===== src/rtl/adc_sum_sq_ctrl.sv =====
// adc_sum_sq_ctrl
// Power measurement sequencer for one ADC sample stream. After a window-start
// strobe it squares and accumulates 2^len signed samples, then latches a
// saturated sum of squares and pulses a one-cycle valid.
//
// Ports
//   user_clk, user_rst   clock, asynchronous active-high reset
//   ctrl_en              enable level; falling edge aborts an open window
//   ctrl_len_log2        window exponent, clamped to MAX_LOG2, sampled on ARM entry
//   sync_in              window-start strobe, honoured only in ARM
//   din_valid, din       signed sample and its qualifier
//   sum_sq_out           saturated sum of squares of the last complete window
//   sum_sq_valid         one-cycle pulse when sum_sq_out updates
//   busy                 high whenever the FSM is out of IDLE
//   overflow             sticky saturation flag, cleared by a ctrl_en rising edge
//   win_count            completed-window counter, wraps
//
// state | meaning
// IDLE  | disabled, waiting for ctrl_en
// ARM   | window length loaded, waiting for sync_in
// ACCUM | accepting samples until the window is full
// DRAIN | two cycles for the square/accumulate pipeline to empty
// LATCH | publish result, bump window count

module adc_sum_sq_ctrl #(
    parameter int DW       = 8,
    parameter int MAX_LOG2 = 16,
    parameter int OUT_W    = 32
) (
    input  logic                 user_clk,
    input  logic                 user_rst,
    input  logic                 ctrl_en,
    input  logic [4:0]           ctrl_len_log2,
    input  logic                 sync_in,
    input  logic                 din_valid,
    input  logic signed [DW-1:0] din,
    output logic [OUT_W-1:0]     sum_sq_out,
    output logic                 sum_sq_valid,
    output logic                 busy,
    output logic                 overflow,
    output logic [15:0]          win_count
);

    localparam int ACC_W = 2*DW + MAX_LOG2;

    typedef enum logic [2:0] {IDLE, ARM, ACCUM, DRAIN, LATCH} state_t;

    state_t                state_q, state_d;
    logic [MAX_LOG2-1:0]   cnt_q, cnt_d;
    logic                  drain_q;
    logic                  en_q;
    logic signed [DW-1:0]  s1_q;
    logic                  s1_vld_q;
    logic [2*DW-1:0]       s2_q;
    logic                  s2_vld_q;
    logic [ACC_W-1:0]      acc_q;
    logic [OUT_W-1:0]      sum_q;
    logic                  valid_q;
    logic                  ovf_q;
    logic [15:0]           win_q;

    logic [4:0]            len_c;
    logic [MAX_LOG2-1:0]   cnt_load;
    logic                  accept;
    logic                  last;
    logic                  arm_entry;
    logic                  clr;
    logic signed [2*DW-1:0] prod;
    logic                  sat;
    logic [OUT_W-1:0]      res;

    assign len_c = (ctrl_len_log2 > 5'(MAX_LOG2)) ? 5'(MAX_LOG2) : ctrl_len_log2;
    // Down-counter holds samples still needed minus one; for len=MAX_LOG2 the
    // shift wraps to zero and the subtraction yields all ones, which is exact.
    assign cnt_load = (MAX_LOG2'(1) << len_c) - MAX_LOG2'(1);

    assign accept    = ctrl_en && din_valid &&
                       ((state_q == ACCUM) || ((state_q == ARM) && sync_in));
    assign last      = accept && (cnt_q == '0);
    assign arm_entry = (state_d == ARM) && (state_q != ARM);
    // Any fresh window or abort throws away whatever is in flight.
    assign clr       = arm_entry || ((state_d == IDLE) && (state_q != IDLE));
    assign prod      = s1_q * s1_q;

    generate
        if (ACC_W > OUT_W) begin : g_sat
            assign sat = |acc_q[ACC_W-1:OUT_W];
            assign res = sat ? {OUT_W{1'b1}} : acc_q[OUT_W-1:0];
        end else begin : g_nosat
            assign sat = 1'b0;
            assign res = OUT_W'(acc_q);
        end
    endgenerate

    always_comb begin
        state_d = state_q;
        case (state_q)
            IDLE:    if (ctrl_en) state_d = ARM;
            ARM: begin
                if (!ctrl_en)    state_d = IDLE;
                else if (sync_in) state_d = last ? DRAIN : ACCUM;
            end
            ACCUM: begin
                if (!ctrl_en)  state_d = IDLE;
                else if (last) state_d = DRAIN;
            end
            DRAIN: begin
                if (!ctrl_en)     state_d = IDLE;
                else if (!drain_q) state_d = LATCH;
            end
            LATCH:   state_d = ctrl_en ? ARM : IDLE;
            default: state_d = IDLE;
        endcase
    end

    always_comb begin
        cnt_d = cnt_q;
        if (arm_entry)
            cnt_d = cnt_load;
        else if (accept && !last)
            cnt_d = cnt_q - MAX_LOG2'(1);
    end

    always_ff @(posedge user_clk or posedge user_rst) begin
        if (user_rst) begin
            state_q <= IDLE;
            cnt_q   <= '0;
            drain_q <= 1'b0;
        end else begin
            state_q <= state_d;
            cnt_q   <= cnt_d;
            // High only in the first DRAIN cycle.
            drain_q <= (state_q != DRAIN);
        end
    end

    always_ff @(posedge user_clk or posedge user_rst) begin
        if (user_rst) begin
            en_q     <= 1'b0;
            s1_q     <= '0;
            s1_vld_q <= 1'b0;
            s2_q     <= '0;
            s2_vld_q <= 1'b0;
            acc_q    <= '0;
        end else begin
            en_q <= ctrl_en;
            if (clr) begin
                s1_vld_q <= 1'b0;
                s2_vld_q <= 1'b0;
                acc_q    <= '0;
            end else begin
                s1_vld_q <= accept;
                if (accept) s1_q <= din;
                s2_vld_q <= s1_vld_q;
                if (s1_vld_q) s2_q <= unsigned'(prod);
                if (s2_vld_q) acc_q <= acc_q + ACC_W'(s2_q);
            end
        end
    end

    always_ff @(posedge user_clk or posedge user_rst) begin
        if (user_rst) begin
            sum_q   <= '0;
            valid_q <= 1'b0;
            ovf_q   <= 1'b0;
            win_q   <= '0;
        end else begin
            valid_q <= (state_q == LATCH);
            if (state_q == LATCH) begin
                sum_q <= res;
                win_q <= win_q + 16'd1;
            end
            if ((state_q == LATCH) && sat)
                ovf_q <= 1'b1;
            else if (ctrl_en && !en_q)
                ovf_q <= 1'b0;
        end
    end

    assign sum_sq_out   = sum_q;
    assign sum_sq_valid = valid_q;
    assign busy         = (state_q != IDLE);
    assign overflow     = ovf_q;
    assign win_count    = win_q;

endmodule

===== config.mk =====
export PLATFORM = sky130hd
export DESIGN_NAME = adc_sum_sq_ctrl
export DESIGN_NICKNAME = d
export VERILOG_FILES = /design/src/rtl/adc_sum_sq_ctrl.sv
export SDC_FILE = /design/constraint.sdc
export NUM_CORES = 1
export LEC_CHECK = 0
export BUFFER_PORTS_ARGS = -buffer_cell sky130_fd_sc_hd__buf_2
export CELL_PAD_IN_SITES_DETAIL_PLACEMENT = 1
export CELL_PAD_IN_SITES_GLOBAL_PLACEMENT = 1
export CORE_MARGIN = 10
export CORE_UTILIZATION = 38
export CTS_CLUSTER_SIZE = 20
export DETAILED_ROUTE_END_ITERATION = 16
export PLACE_DENSITY = 0.71
export SLEW_MARGIN = 40
export SYNTH_ARGS = -nofsm -noshare
export SYNTH_HDL_FRONTEND = slang
export SYNTH_SLANG_ARGS = --single-unit

===== constraint.sdc =====
create_clock -name user_clk -period 6.5 [get_ports user_clk]
set_clock_uncertainty 0.05 [all_clocks]
set_input_delay 1.3 -clock user_clk [delete_from_list [all_inputs] [get_ports user_clk]]
set_output_delay 1.3 -clock user_clk [all_outputs]
set_load 0.005 [all_outputs]

After elaboration in Yosys (flattened, before gate mapping). Cells that the tools add are included.

Add/sub/neg operators: 4. $mul: 1. Div/mod/pow operators: 0. $lt $le $gt $ge: 1. Eq/ne operators: 7. Shift-type cells: 1. Multiplexer cells: 17. Bitwise operators: 1. Reduce and logical (&&, ||, !) cells: 18.

Operators with widths (count): 2-to-1 mux 32 bit (2); adder 32 x 16 -> 32 bit (1); 2-to-1 mux 16 bit (2); 2-to-1 mux 3 bit (7); adder 16 x 1 -> 16 bit, second input constant (1); logical NOT 16 bit (1); multiplier 8 x 8 -> 16 bit (1); << shifter 1 x 5 -> 16 bit, first input constant (1); subtractor 16 x 1 -> 16 bit, second input constant (1); subtractor 16 x 2 -> 16 bit, second input constant (1); case mux 3 bit (5 select lines) (1); logical AND 1 bit (7); == test 3 x 1 -> 1 bit, second input constant (2); == test 3 x 2 -> 1 bit, second input constant (2); logical NOT 3 bit (2); greater-than comparator 5 bit, second input constant (1); 2-to-1 mux 5 bit (1); 2-to-1 mux 1 bit (4); AND reduction 2 bit (2); nonzero test 2 bit (2); == test 3 bit, second input constant (1); inequality test 3 x 1 -> 1 bit, second input constant (1); inequality test 3 x 2 -> 1 bit, second input constant (1); nonzero test 3 bit (1); other kinds (3) (4).

Register bits after elaboration: 127. Latch bits: 0. Bits in writable memories: 0. Bits in read-only memories: 0. Bits of input ports: 18. Output and inout port bits: 51. Word-level logic and storage cells: 61. Memories kept: 0.

Depth between registers and ports, before layout. Gate-level depths: netlist (run 1).

Depth in word-level cells: 14. Gate-level depth with buffers: 19. Gate-level depth less buffers: 18.

Worst setup path after synthesis (run 1). Ideal clock, no wire load.

Path type: reg2reg. From: register s1_q[6]. To: register s2_q[15]. Library setup time: 0.135 ns. Data arrival time: 4.484 ns. Data required time: 6.315 ns. Path slack: 1.831 ns. Stages on the path, launching flop included: 20. Path buffers: 1. Clock period less this slack: 4.669 ns. Path through: dfrtp_1 -> clkbuf_1 -> inv_1 -> nor2_1 -> inv_1 -> fa_1 -> inv_1 -> fa_1 -> fa_1 -> inv_1 -> fa_1 -> inv_1 -> ha_1 -> or2_2 -> o31ai_1 -> a21oi_1 -> a211oi_1 -> a21oi_1 -> xnor2_1 -> o21ai_0.

Longest elaborated chain between the ends: 1.

RTL lines: start, declared (line 52) `logic signed [DW-1:0] s1_q;`; start signal, assigned (line 153) `if (accept) s1_q <= din;`; multiplier 8 x 8 -> 16 bit (line 83) `assign prod = s1_q * s1_q;`; end signal, assigned (line 155) `if (s1_vld_q) s2_q <= unsigned'(prod);`; end, declared (line 54) `logic [2*DW-1:0] s2_q;`.

No other way between the ends. A chain may end at the register's enable or synchronous reset.

Final worst setup path (run 1). Ends and elaborated chain as after synthesis.

==> results of run 1 <==
==> cell usage in the layout, fill, tap and decap left out, drive strengths merged, types with 4 or more instances in the layout <==
cell	netlist	layout
nand3	16	16
o211ai	4	4
mux2i	8	8
mux2	42	42
ha	48	48
inv	78	88
o2111ai	4	4
nand3b	5	5
a21oi	34	34
and3	12	12
or2	5	5
nor3	18	18
a21o	8	8
nor4	4	4
a31o	5	5
xor2	27	27
a211oi	11	11
dfrtp	126	126
buf	5	72
clkbuf	28	17
nand4	8	8
nand2b	10	10
and2	19	19
o31ai	4	4
or3	11	11
fa	41	41
nand2	65	65
xnor2	41	41
o21ai	51	51
a22o	4	4
o21a	10	10
nor2b	8	8
nor2	59	59
==> worst paths after layout <==
| kind | slack (ns) | to | from |
|---|---|---|---|
| worst min-delay path | 0.41 | win_count[15] | win_count[15] |
| max in group asynchronous | 4.46 | s2_q[10] | user_rst |
| min in group asynchronous | 0.91 | cnt_q[2] | user_rst |
| worst max register to register | 1.50 | s2_q[15] | s1_q[6] |
| worst max-delay path | 1.50 | s2_q[15] | s1_q[6] |
| worst min register to register | 0.41 | win_count[15] | win_count[15] |
==> state kept, by name, summed over array words and instances (netlist names) <==
| name | count |
|---|---|
| s1_vld_q | 1 |
| s1_q | 8 |
| state_q | 3 |
| win_count | 16 |
| cnt_q | 16 |
| sum_sq_valid | 1 |
| drain_q | 1 |
| s2_q | 15 |
| acc_q | 32 |
| sum_sq_out | 32 |
| s2_vld_q | 1 |
==> worst register-to-register path: cells and delay by family (launching register included) <==
| kind | cells | cell delay [ns] |
|---|---|---|
| AO/OA/AOI/OAI | 5 | 0.78 |
| XOR/XNOR | 1 | 0.18 |
| adder cells (fa/ha/maj) | 5 | 2.41 |
| buffers and inverters | 5 | 0.39 |
| flip-flops | 1 | 0.53 |
| AND/OR/NAND/NOR | 2 | 0.54 |
==> area by class of cell <==
type | count | area [sq um] | area share [%]
inverter | 78 | 298 | 3.11
clock buffer | 17 | 425 | 4.44
sequential | 126 | 3150 | 32.9
multi-input combinational | 612 | 4830 | 50.4
timing repair buffer | 72 | 377 | 3.93
clock inverter | 15 | 146 | 1.53
tap | 280 | 350 | 3.66
==> kinds of logic (layout without fill, tap and decap cells) <==
group                      count (synthesis)  in the layout  share of synthesized area (%)
and+or+nand+nor                          246            246                           14.6
DFF                                      126            126                           37.5
buffers and inverters                    111            182                           5.02
other                                      1              1                         0.0447
muxes                                     50             50                           6.59
xor gates and xnor gates                  68             68                           7.09
AOI/OAI and AO/OA                        158            158                           12.1
adders and majority gates                 89             89                           16.9
==> report_power, final <==
part           internal, mW  switching (mW)
logic                  1.67            2.18
registers             0.873           0.114
clock network         0.509           0.419
total                  3.05            2.72
==> per-layer routing <==
layer  vias to the layer above  track usage [%]  routed length (um)
li1                       3014                -                   -
met1                      3137             18.3                9340
met4                         0             3.44                 130
met3                         9             3.03                 556
met5                         -                0                   0
met2                        66             24.2                9850
==> out/qor.csv, run 1 <==
stage,metric,value,unit
drt,Final ANT Viol Nets,0,
clocking,CTS tree,yes,
drt,per-cell routed wire length,16.6,um
place,DP Area,9000,sq um
final_layout,fin util,44.0,%
clocking,post_cts resized,0,
global_route,number of global-route vias before repair,6796,
sta,RSZ-0062 raised after global routing,no,
job,number of max-cap violations,0,
place,PortBufs,67,
final_layout,Layout Nets,1014,
sta,Final setup viols,0,
yosys,Yosys top cell by area,dfrtp_1,
place,post-detail-place hpwl,14.5,mm
global_route,largest net degree at the start of global routing,68,
global_route,Global Route Usage Sum,14.3,%
yosys,Mapped Avg Cell Area,9.89,sq um
power,Pwr Density,602,nW/um^2
die,Initial Utilization,38.6,%
clocking,CTS Buf Count,17,
critical_path,Worst Path Buf+Inv,5,
yosys,Mapped Cells,849,
drt,drt total wl,19.9,mm
final_layout,design area,9580,sq um
clocking,clock root cell,clkbuf_16,
die,die area,28400,sq um
clocking,clock-pin slew on the worst setup and hold paths,0.07,ns
run_status,outcome,completed,
sta,Setup TNS,0,ns
sta,worst slew pin tran,0.831,ns
final_layout,Ant. Diodes,0,
clocking,Max clock buf depth,2,
yosys,most frequent cells after synthesis,"126 x dfrtp_1, 78 x inv_1, 65 x nand2_1",
place,Placement Setup Slack,1.51,ns
final_layout,Non-Filler Instances,1200,
power,Leak,4.60,nW
global_route,first-pass GRT wire length,34.1,mm
drt,First DRT Iteration DRCs,298,
yosys,"Primary FF master, synth",dfrtp_1,
yosys,YS warnings,0,
die,Core ar.,21800,sq um
clocking,cts hold-fix bufs,0,
sta,Tmin final,5.00,ns
yosys,most frequent cell after synthesis,dfrtp_1,
global_route,initial antenna violation count,0,
drt,Pre-antenna DRT Iters,5,
final_layout,area growth from synthesis to layout,14.0,%
power,Peak VDD IR,0.451,mV
final_layout,Filler Cells Inserted,2472,
drt,vias,6226,
global_route,remaining global-route overflow,0,
yosys,Synth Cell Area,8400,sq um
critical_path,Worst EP arrival,5.23,ns
die,Ports,69,
yosys,post-synthesis register bit count,126,
place,post-placement cell count,1168,
clocking,H-tree Lvls,4,
die,cell row count,54,
critical_path,CP max-delay cell,fa_1,
sta,endpoints failing hold,0,
yosys,"EDFF count, synth",0,
critical_path,crit path cell chain,inv_1 > nor2_1 > inv_1 > fa_1 > inv_1 > fa_1 > fa_1 > inv_1 > fa_1 > inv_1 > ha_1 > or2_2 > o31ai_1 > a21oi_1 > a211oi_1 > a21oi_1 > xnor2_1 > o21ai_0,
min_path,hold crit path type,flip-flop to flip-flop,
final_layout,fraction of layout cells with a size suffix above 1,17.9,%
sta,Slew Limit Fails,0,
critical_path,worst-path fanout max,10,
critical_path,R2R depth,18,
min_path,cell count of the worst hold path,1,
die,chip height,169,um
critical_path,CP top delay family,adder cells,
critical_path,CP startpoint kind,flip-flop,
sta,final setup margin,1.50,ns
power,"Power, Total",5.77,mW
sta,highest clock rate,0.200,GHz
critical_path,WP depth,18,
critical_path,cell mode on critical path,inv_1,
clocking,Clock Sinks,126,
sta,period utilization,77.0,%
clocking,post-CTS setup buffer count,0,
yosys,syn_nets,956,
critical_path,"Req. time, crit path",6.73,ns
drt,via/cell ratio,5.19,
drt,DR DRC count,0,
sta,Hold Slack,0.412,ns
yosys,fraction of registers with async set/reset,100,%
yosys,sequential fraction of the synthesis area,37.5,%
critical_path,CP Capture Type,flip-flop,
die,Die Wd,169,um
clocking,"Clk Latency, worst-skew pair",0.42,ns
yosys,area fraction of the dominant cell type after synthesis,37.5,%
sta,relative slew slack,44.4,%
critical_path,critical path class,flip-flop to flip-flop,
yosys,Synth cell types,62,
yosys,ranking of synthesized cells by area,"dfrtp_1 38%, fa_1 9.8%, ha_1 7.2%",
place,gpl congestion,0.767,
critical_path,Max stage delay on crit path,0.54,ns
Note: power is estimated with default switching activity, not from simulation.
==> inputs of run 2 (changes only) <==
clock period = 4.82 ns   (was 6.5 ns; I/O delays follow)
==> run 2 against run 1 <==
- maximum frequency increased by 8.6%
- die area stayed put
- register-to-register slack worse by 1.3 ns
- global-route usage is 0.43 points higher
==> out/qor.csv, run 2 (synthesis gave the netlist of run 1 again) <==
stage,metric,value,unit
global_route,Global Route Usage Sum,14.8,%
clocking,clock-pin slew on the worst setup and hold paths,0.07,ns
critical_path,"Req. time, crit path",5.09,ns
global_route,largest net degree at the start of global routing,100,
final_layout,Layout Nets,1021,
sta,highest clock rate,0.217,GHz
critical_path,Reg2Reg Setup Slack,0.21,ns
sta,worst slew pin tran,0.847,ns
critical_path,Worst setup startpoint,s1_q[4],
clocking,Max clock buf depth,2,
critical_path,R2R depth,15,
critical_path,cell mode on critical path,fa_1,
critical_path,CP top delay family,adder cells,
final_layout,Filler Cells Inserted,2494,
final_layout,fraction of layout cells with a size suffix above 1,20.5,%
final_layout,"most common cell after layout, fill and taps aside",dfrtp_1,
drt,First DRT Iteration DRCs,229,
sta,endpoints failing hold,0,
drt,Pre-antenna DRT Iters,4,
drt,DR top layer,met4,
power,Pwr Density,848,nW/um^2
critical_path,CP max-delay cell,fa_1,
critical_path,Max stage delay on crit path,0.53,ns
critical_path,crit path cell chain,and2_1 > ha_1 > or2_2 > fa_1 > fa_1 > inv_1 > fa_1 > inv_1 > ha_1 > o21ai_2 > a21boi_2 > o311a_1 > o211a_1 > o21a_1 > o31ai_2,
final_layout,design area,9770,sq um
critical_path,worst-path fanout max,10,
place,post-detail-place hpwl,14.8,mm
sta,final setup margin,0.215,ns
place,gpl congestion,0.761,
critical_path,WP depth,15,
drt,DR WL met3,582,um
die,chip height,169,um
critical_path,CP Capture Type,flip-flop,
critical_path,CP startpoint kind,flip-flop,
die,cell row count,54,
drt,drt total wl,20.5,mm
job,number of max-cap violations,0,
die,die area,28400,sq um
clocking,"Clk Latency, worst-skew pair",0.42,ns
drt,Final ANT Viol Nets,0,
die,Initial Utilization,38.6,%
drt,met2 wire length,10.5,mm
clocking,H-tree Lvls,4,
global_route,initial antenna violation count,0,
clocking,cts hold-fix bufs,0,
die,Core ar.,21800,sq um
drt,vias,6288,
sta,relative slew slack,43.3,%
run_status,outcome,completed,
place,PortBufs,67,
sta,period utilization,95.5,%
clocking,CTS tree,yes,
place,DP Area,9050,sq um
drt,DR DRC count,0,
clocking,Clock Sinks,126,
die,Die Wd,169,um
critical_path,reg2reg end,s2_q[14],
sta,Final setup viols,0,
drt,via/cell ratio,5.21,
global_route,number of global-route vias before repair,6986,
global_route,remaining global-route overflow,0,
drt,per-cell routed wire length,17.0,um
final_layout,area growth from synthesis to layout,16.3,%
die,Ports,69,
global_route,first-pass GRT wire length,35.0,mm
power,Leak,4.67,nW
final_layout,"commonest non-fill, non-tap cells in the layout","121 x dfrtp_1, 76 x inv_1, 67 x buf_2, 64 x nand2_1, 58 x nor2_1",
critical_path,Worst EP arrival,4.87,ns
sta,Slew Limit Fails,0,
critical_path,Worst Path Buf+Inv,2,
clocking,clock root cell,clkbuf_16,
final_layout,Seq. cell area,3160,sq um
drt,WL met1,9.30,mm
critical_path,R2R Path Start,s1_q[4],
clocking,CTS Buf Count,17,
critical_path,Critical Path Sink,s2_q[14],
sta,Tmin final,4.61,ns
min_path,hold crit path type,flip-flop to flip-flop,
final_layout,Multi-input gate area,4900,sq um
critical_path,critical path class,flip-flop to flip-flop,
power,Peak VDD IR,0.639,mV
place,Placement Setup Slack,0.0783,ns
## run 2: report_power, final
group / total (mW) / internal [mW] / switching [mW] / leakage, nW
Clock: 1.37 / 0.832 / 0.539 / 0.303
Combinational: 5.59 / 2.47 / 3.12 / 2.71
Sequential: 1.32 / 1.18 / 0.134 / 1.66
Total: 8.28 / 4.48 / 3.79 / 4.67
## run 2: worst min path at each step
stage,to,from,cells after the start
2_1_floorplan,state_q[2],drain_q,1
3_3_place_gp,state_q[2],drain_q,1
3_5_place_dp,state_q[2],drain_q,1
4_1_cts,state_q[2],drain_q,1
5_1_grt,win_count[15],win_count[15],1
6_report,win_count[15],win_count[15],1
## run 2: per-layer routing
metal	global-route usage (%)	vias up
met5	0	-
met4	3.37	0
met3	3.13	13
met2	25.8	66
met1	18.1	3183
li1	-	3026
## run 2: worst reg2reg max path, cell delays in order (launching register included)
cell      delay, ns
dfrtp_2        0.48
and2_1         0.22
ha_1           0.19
or2_2          0.32
fa_1           0.48
fa_1           0.50
inv_1          0.06
fa_1           0.53
inv_1          0.05
ha_1           0.36
o21ai_2        0.10
a21boi_2       0.09
o311a_1        0.38
o211a_1        0.25
o21a_1         0.19
o31ai_2        0.24
## run 2: cell type report
class	instances	share of cell area, %
Multi-Input combinational cell	612	50.2
Sequential cell	126	32.4
Clock buffer	17	4.36
Timing Repair Buffer	79	4.36
Tap cell	280	3.59
Inverter	78	3.07
Clock inverter	15	2.04
Antenna cell	1	0.0256
## run 2: repair_timing
action | in CTS | in global routing
gates resized for setup | 4 | 18
pin swaps | 0 | 7
buffers inserted | 0 | 1
endpoints found under the setup margin | 2 | 4
gates cloned | 0 | 0
## run 2: metrics by stage
stage | setup TNS, ns | power, mW | util [%] | instances | hold slack, ns
2_1_floorplan | 0 | 5.35 | - | 849 | 0.374
3_3_place_gp | 0 | 6.22 | 41.6 | 1174 | 0.398
3_5_place_dp | 0 | 6.43 | 41.6 | 1174 | 0.409
4_1_cts | 0 | 8.00 | 44.5 | 1206 | 0.422
5_1_grt | -0.0121 | 9.31 | 44.9 | 1207 | 0.445
6_report | 0 | 8.28 | 44.9 | 1208 | 0.417
==> inputs of run 3 (changes only) <==
ABC_AREA = 1   (was default)
PLACE_DENSITY = 0.74   (was 0.71)
==> run 3 against run 2 <==
- maximum frequency increased by 3.5%
- area after synthesis increased by 12%
- flip-flop and latch count unchanged
- synthesized cell count increased by 52%
- register-to-register slack improved by 0.15 ns
- core utilization decreased by 1.2 points
==> out/qor.csv, run 3 <==
stage,metric,value,unit
yosys,syn_nets,1394,
final_layout,fraction of layout cells with a size suffix above 1,9.35,%
sta,RSZ-0062 raised after global routing,no,
sta,Final setup viols,0,
sta,highest clock rate,0.225,GHz
global_route,remaining global-route overflow,0,
die,Initial Utilization,38.7,%
drt,drt total wl,24.5,mm
min_path,hold crit path type,flip-flop to flip-flop,
yosys,Synth cell types,44,
power,Net Switching,4.23,mW
power,clock share of power,15.7,%
power,part of the power in registers,16.4,%
yosys,most frequent cell after synthesis,nand2_1,
yosys,YS warnings,0,
yosys,ranking of synthesized cells by area,"dfrtp_1 34%, nand2_1 17%, fa_1 8.7%",
drt,DR DRC count,0,
power,Peak VDD IR,0.780,mV
clocking,clock-pin slew on the worst setup and hold paths,0.07,ns
sta,period utilization,92.3,%
power,"Power, Total",8.34,mW
critical_path,"Req. time, crit path",5.08,ns
drt,Final ANT Viol Nets,0,
sta,final setup margin,0.370,ns
critical_path,Reg2Reg Setup Slack,0.37,ns
final_layout,Ant. Diodes,0,
die,Die Wd,177,um
clocking,post-CTS setup buffer count,0,
place,gpl congestion,0.880,
critical_path,worst-path fanout max,10,
final_layout,"commonest non-fill, non-tap cells in the layout","433 x nand2_1, 215 x inv_1, 123 x dfrtp_1, 97 x nor2_1",
yosys,"EDFF count, synth",0,
global_route,number of global-route vias before repair,8659,
place,PortBufs,67,
power,Pwr Density,785,nW/um^2
clocking,cts hold-fix bufs,0,
global_route,largest net degree at the start of global routing,67,
clocking,H-tree Lvls,4,
final_layout,design area,10600,sq um
place,DP Area,10000,sq um
yosys,"Primary FF master, synth",dfrtp_1,
die,cell row count,57,
yosys,fraction of registers with async set/reset,100,%
yosys,xor and xnor area share after synthesis,5.68,%
clocking,post_cts resized,0,
power,switching portion of total power,50.7,%
yosys,Synth Area in Simple Gates,29.3,%
critical_path,R2R depth,21,
sta,Slew Limit Fails,0,
yosys,sequential fraction of the synthesis area,33.5,%
critical_path,R2R Path Start,s1_q[1],
run_status,outcome,completed,
critical_path,Worst EP arrival,4.71,ns
drt,per-cell routed wire length,14.5,um
final_layout,Filler Cells Inserted,3135,
clocking,Max clock buf depth,2,
power,Leak,5.99,nW
drt,vias,8080,
yosys,Mapped Cells,1287,
place,Placement Setup Slack,0.301,ns
yosys,Mapped Avg Cell Area,7.31,sq um
yosys,Yosys top cell by area,dfrtp_1,
global_route,Global Route Usage Sum,16.2,%
yosys,area fraction of the dominant cell type after synthesis,33.5,%
global_route,initial antenna violation count,0,
final_layout,"most common cell after layout, fill and taps aside",nand2_1,
yosys,post-synthesis compound-gate area fraction,5.76,%
clocking,"Clk Latency, worst-skew pair",0.43,ns
yosys,most frequent cells after synthesis,"433 x nand2_1, 216 x inv_1, 126 x dfrtp_1",
die,die area,31500,sq um
power,Pint,4.11,mW
critical_path,critical path class,flip-flop to flip-flop,
die,Ports,69,
yosys,post-synthesis mux area share,0,%
min_path,Hold Path Origin,win_count[15],
yosys,Post-Synth Adder-Cell Area,15.1,%
sta,Setup TNS,0,ns
clocking,CTS tree,yes,
clocking,clock root cell,clkbuf_16,
drt,First DRT Iteration DRCs,370,
critical_path,CP startpoint kind,flip-flop,
min_path,cell count of the worst hold path,1,
min_path,Hold EP,win_count[15],
die,Core ar.,24300,sq um
drt,Pre-antenna DRT Iters,4,
clocking,Clock Sinks,126,
sta,worst slew pin tran,0.791,ns
job,number of max-cap violations,0,
critical_path,reg2reg end,s2_q[15],
yosys,post-synthesis register bit count,126,
global_route,first-pass GRT wire length,42.1,mm
sta,relative slew slack,47.2,%
sta,Tmin final,4.45,ns
final_layout,area growth from synthesis to layout,12.8,%
sta,endpoints failing hold,0,
yosys,largest family of logic cells by synthesized area,simple AND/OR/NAND/NOR gates,
clocking,CTS Buf Count,17,
final_layout,Layout Nets,1453,
die,chip height,177,um
power,combinational power share,67.9,%
yosys,Synth Cell Area,9410,sq um
drt,via/cell ratio,4.80,
place,post-detail-place hpwl,19.0,mm
critical_path,CP Capture Type,flip-flop,
[run 3: cell count changes after synthesis, moves of 14 or more]
cell / previous run / this run
mux2_2: 42 / 0
and2_1: 19 / 4
inv_1: 78 / 216
nor2_1: 59 / 98
xor2_1: 27 / 41
clkbuf_1: 28 / 14
nand4_1: 7 / 23
nand2_1: 65 / 433
xnor2_1: 41 / 20
nand3_1: 16 / 67
[run 3: stage by stage]
step	utilization, %	hold WS, ns	std cells
finish	43.6	0.419	1683
global route	43.6	0.452	1683
CTS	43.6	0.425	1683
detailed placement	41.2	0.411	1651
global placement	41.2	0.407	1651
floorplan	-	0.405	1287
[run 3: worst max-delay path by stage]
stage,end,slack [ns],start,cells past startpoint
3_5_place_dp,s2_q[15],0.30,s1_q[7],19
2_1_floorplan,acc_q[0],0.45,user_rst,1
4_1_cts,s2_q[15],0.26,s1_q[7],19
6_report,s2_q[15],0.37,s1_q[1],21
5_1_grt,s2_q[15],0.005,s1_q[7],19
3_3_place_gp,s2_q[15],0.42,s1_q[7],19
[run 3: per-layer routing]
layer  wire (um)  GRT usage, %  vias up
li1            -             -     4077
met1       11600          20.5     3900
met2       11900          28.0       80
met3         628          2.51       23
met4         315          4.20        0
met5           0             0        -
[run 3: power by group through the flow]
| stage | Combinational [mW] | Sequential (mW) | Clock [mW] |
|---|---|---|---|
| 2_1_floorplan | 4.54 | 1.28 | 0 |
| 3_3_place_gp | 5.44 | 1.37 | 0 |
| 3_5_place_dp | 5.72 | 1.38 | 0 |
| 4_1_cts | 5.78 | 1.36 | 1.34 |
| 5_1_grt | 6.65 | 1.39 | 1.39 |
| 6_report | 5.67 | 1.36 | 1.31 |
[run 3: cell families (layout without fill, tap and decap cells)]
group                      after synthesis  in the layout
AOI/OAI and AO/OA                      100            100
xor gates and xnor gates                61             61
adders and majority gates               89             89
buffers and inverters                  250            322
DFF                                    126            126
other                                    1              1
and+or+nand+nor                        660            660
[run 3: critical path, cell delays in order, from the launching register on]
cell and delay [ns]:
dfrtp_1 0.50, inv_1 0.17, nand2_1 0.10, xor2_1 0.16, ha_1 0.19, o21bai_1 0.19
fa_1 0.51, fa_1 0.54, inv_1 0.05, fa_1 0.52, inv_1 0.04, ha_1 0.36
nand2_1 0.15, inv_1 0.05, a21oi_1 0.20, o21ai_0 0.13, nor2_1 0.13, inv_1 0.05
nand2_1 0.06, nand2_1 0.05, nand2_1 0.06, nand2_1 0.05
[run 3: layout make-up]
class                           count  area, sq um  share of cell area (%)
Multi-Input combinational cell    911         5260                    49.6
Sequential cell                   126         3160                    29.7
Inverter                          218          823                    7.76
Clock buffer                       17          425                    4.01
Tap cell                          324          405                    3.82
Timing Repair Buffer               72          373                    3.51
Clock inverter                     15          168                    1.58
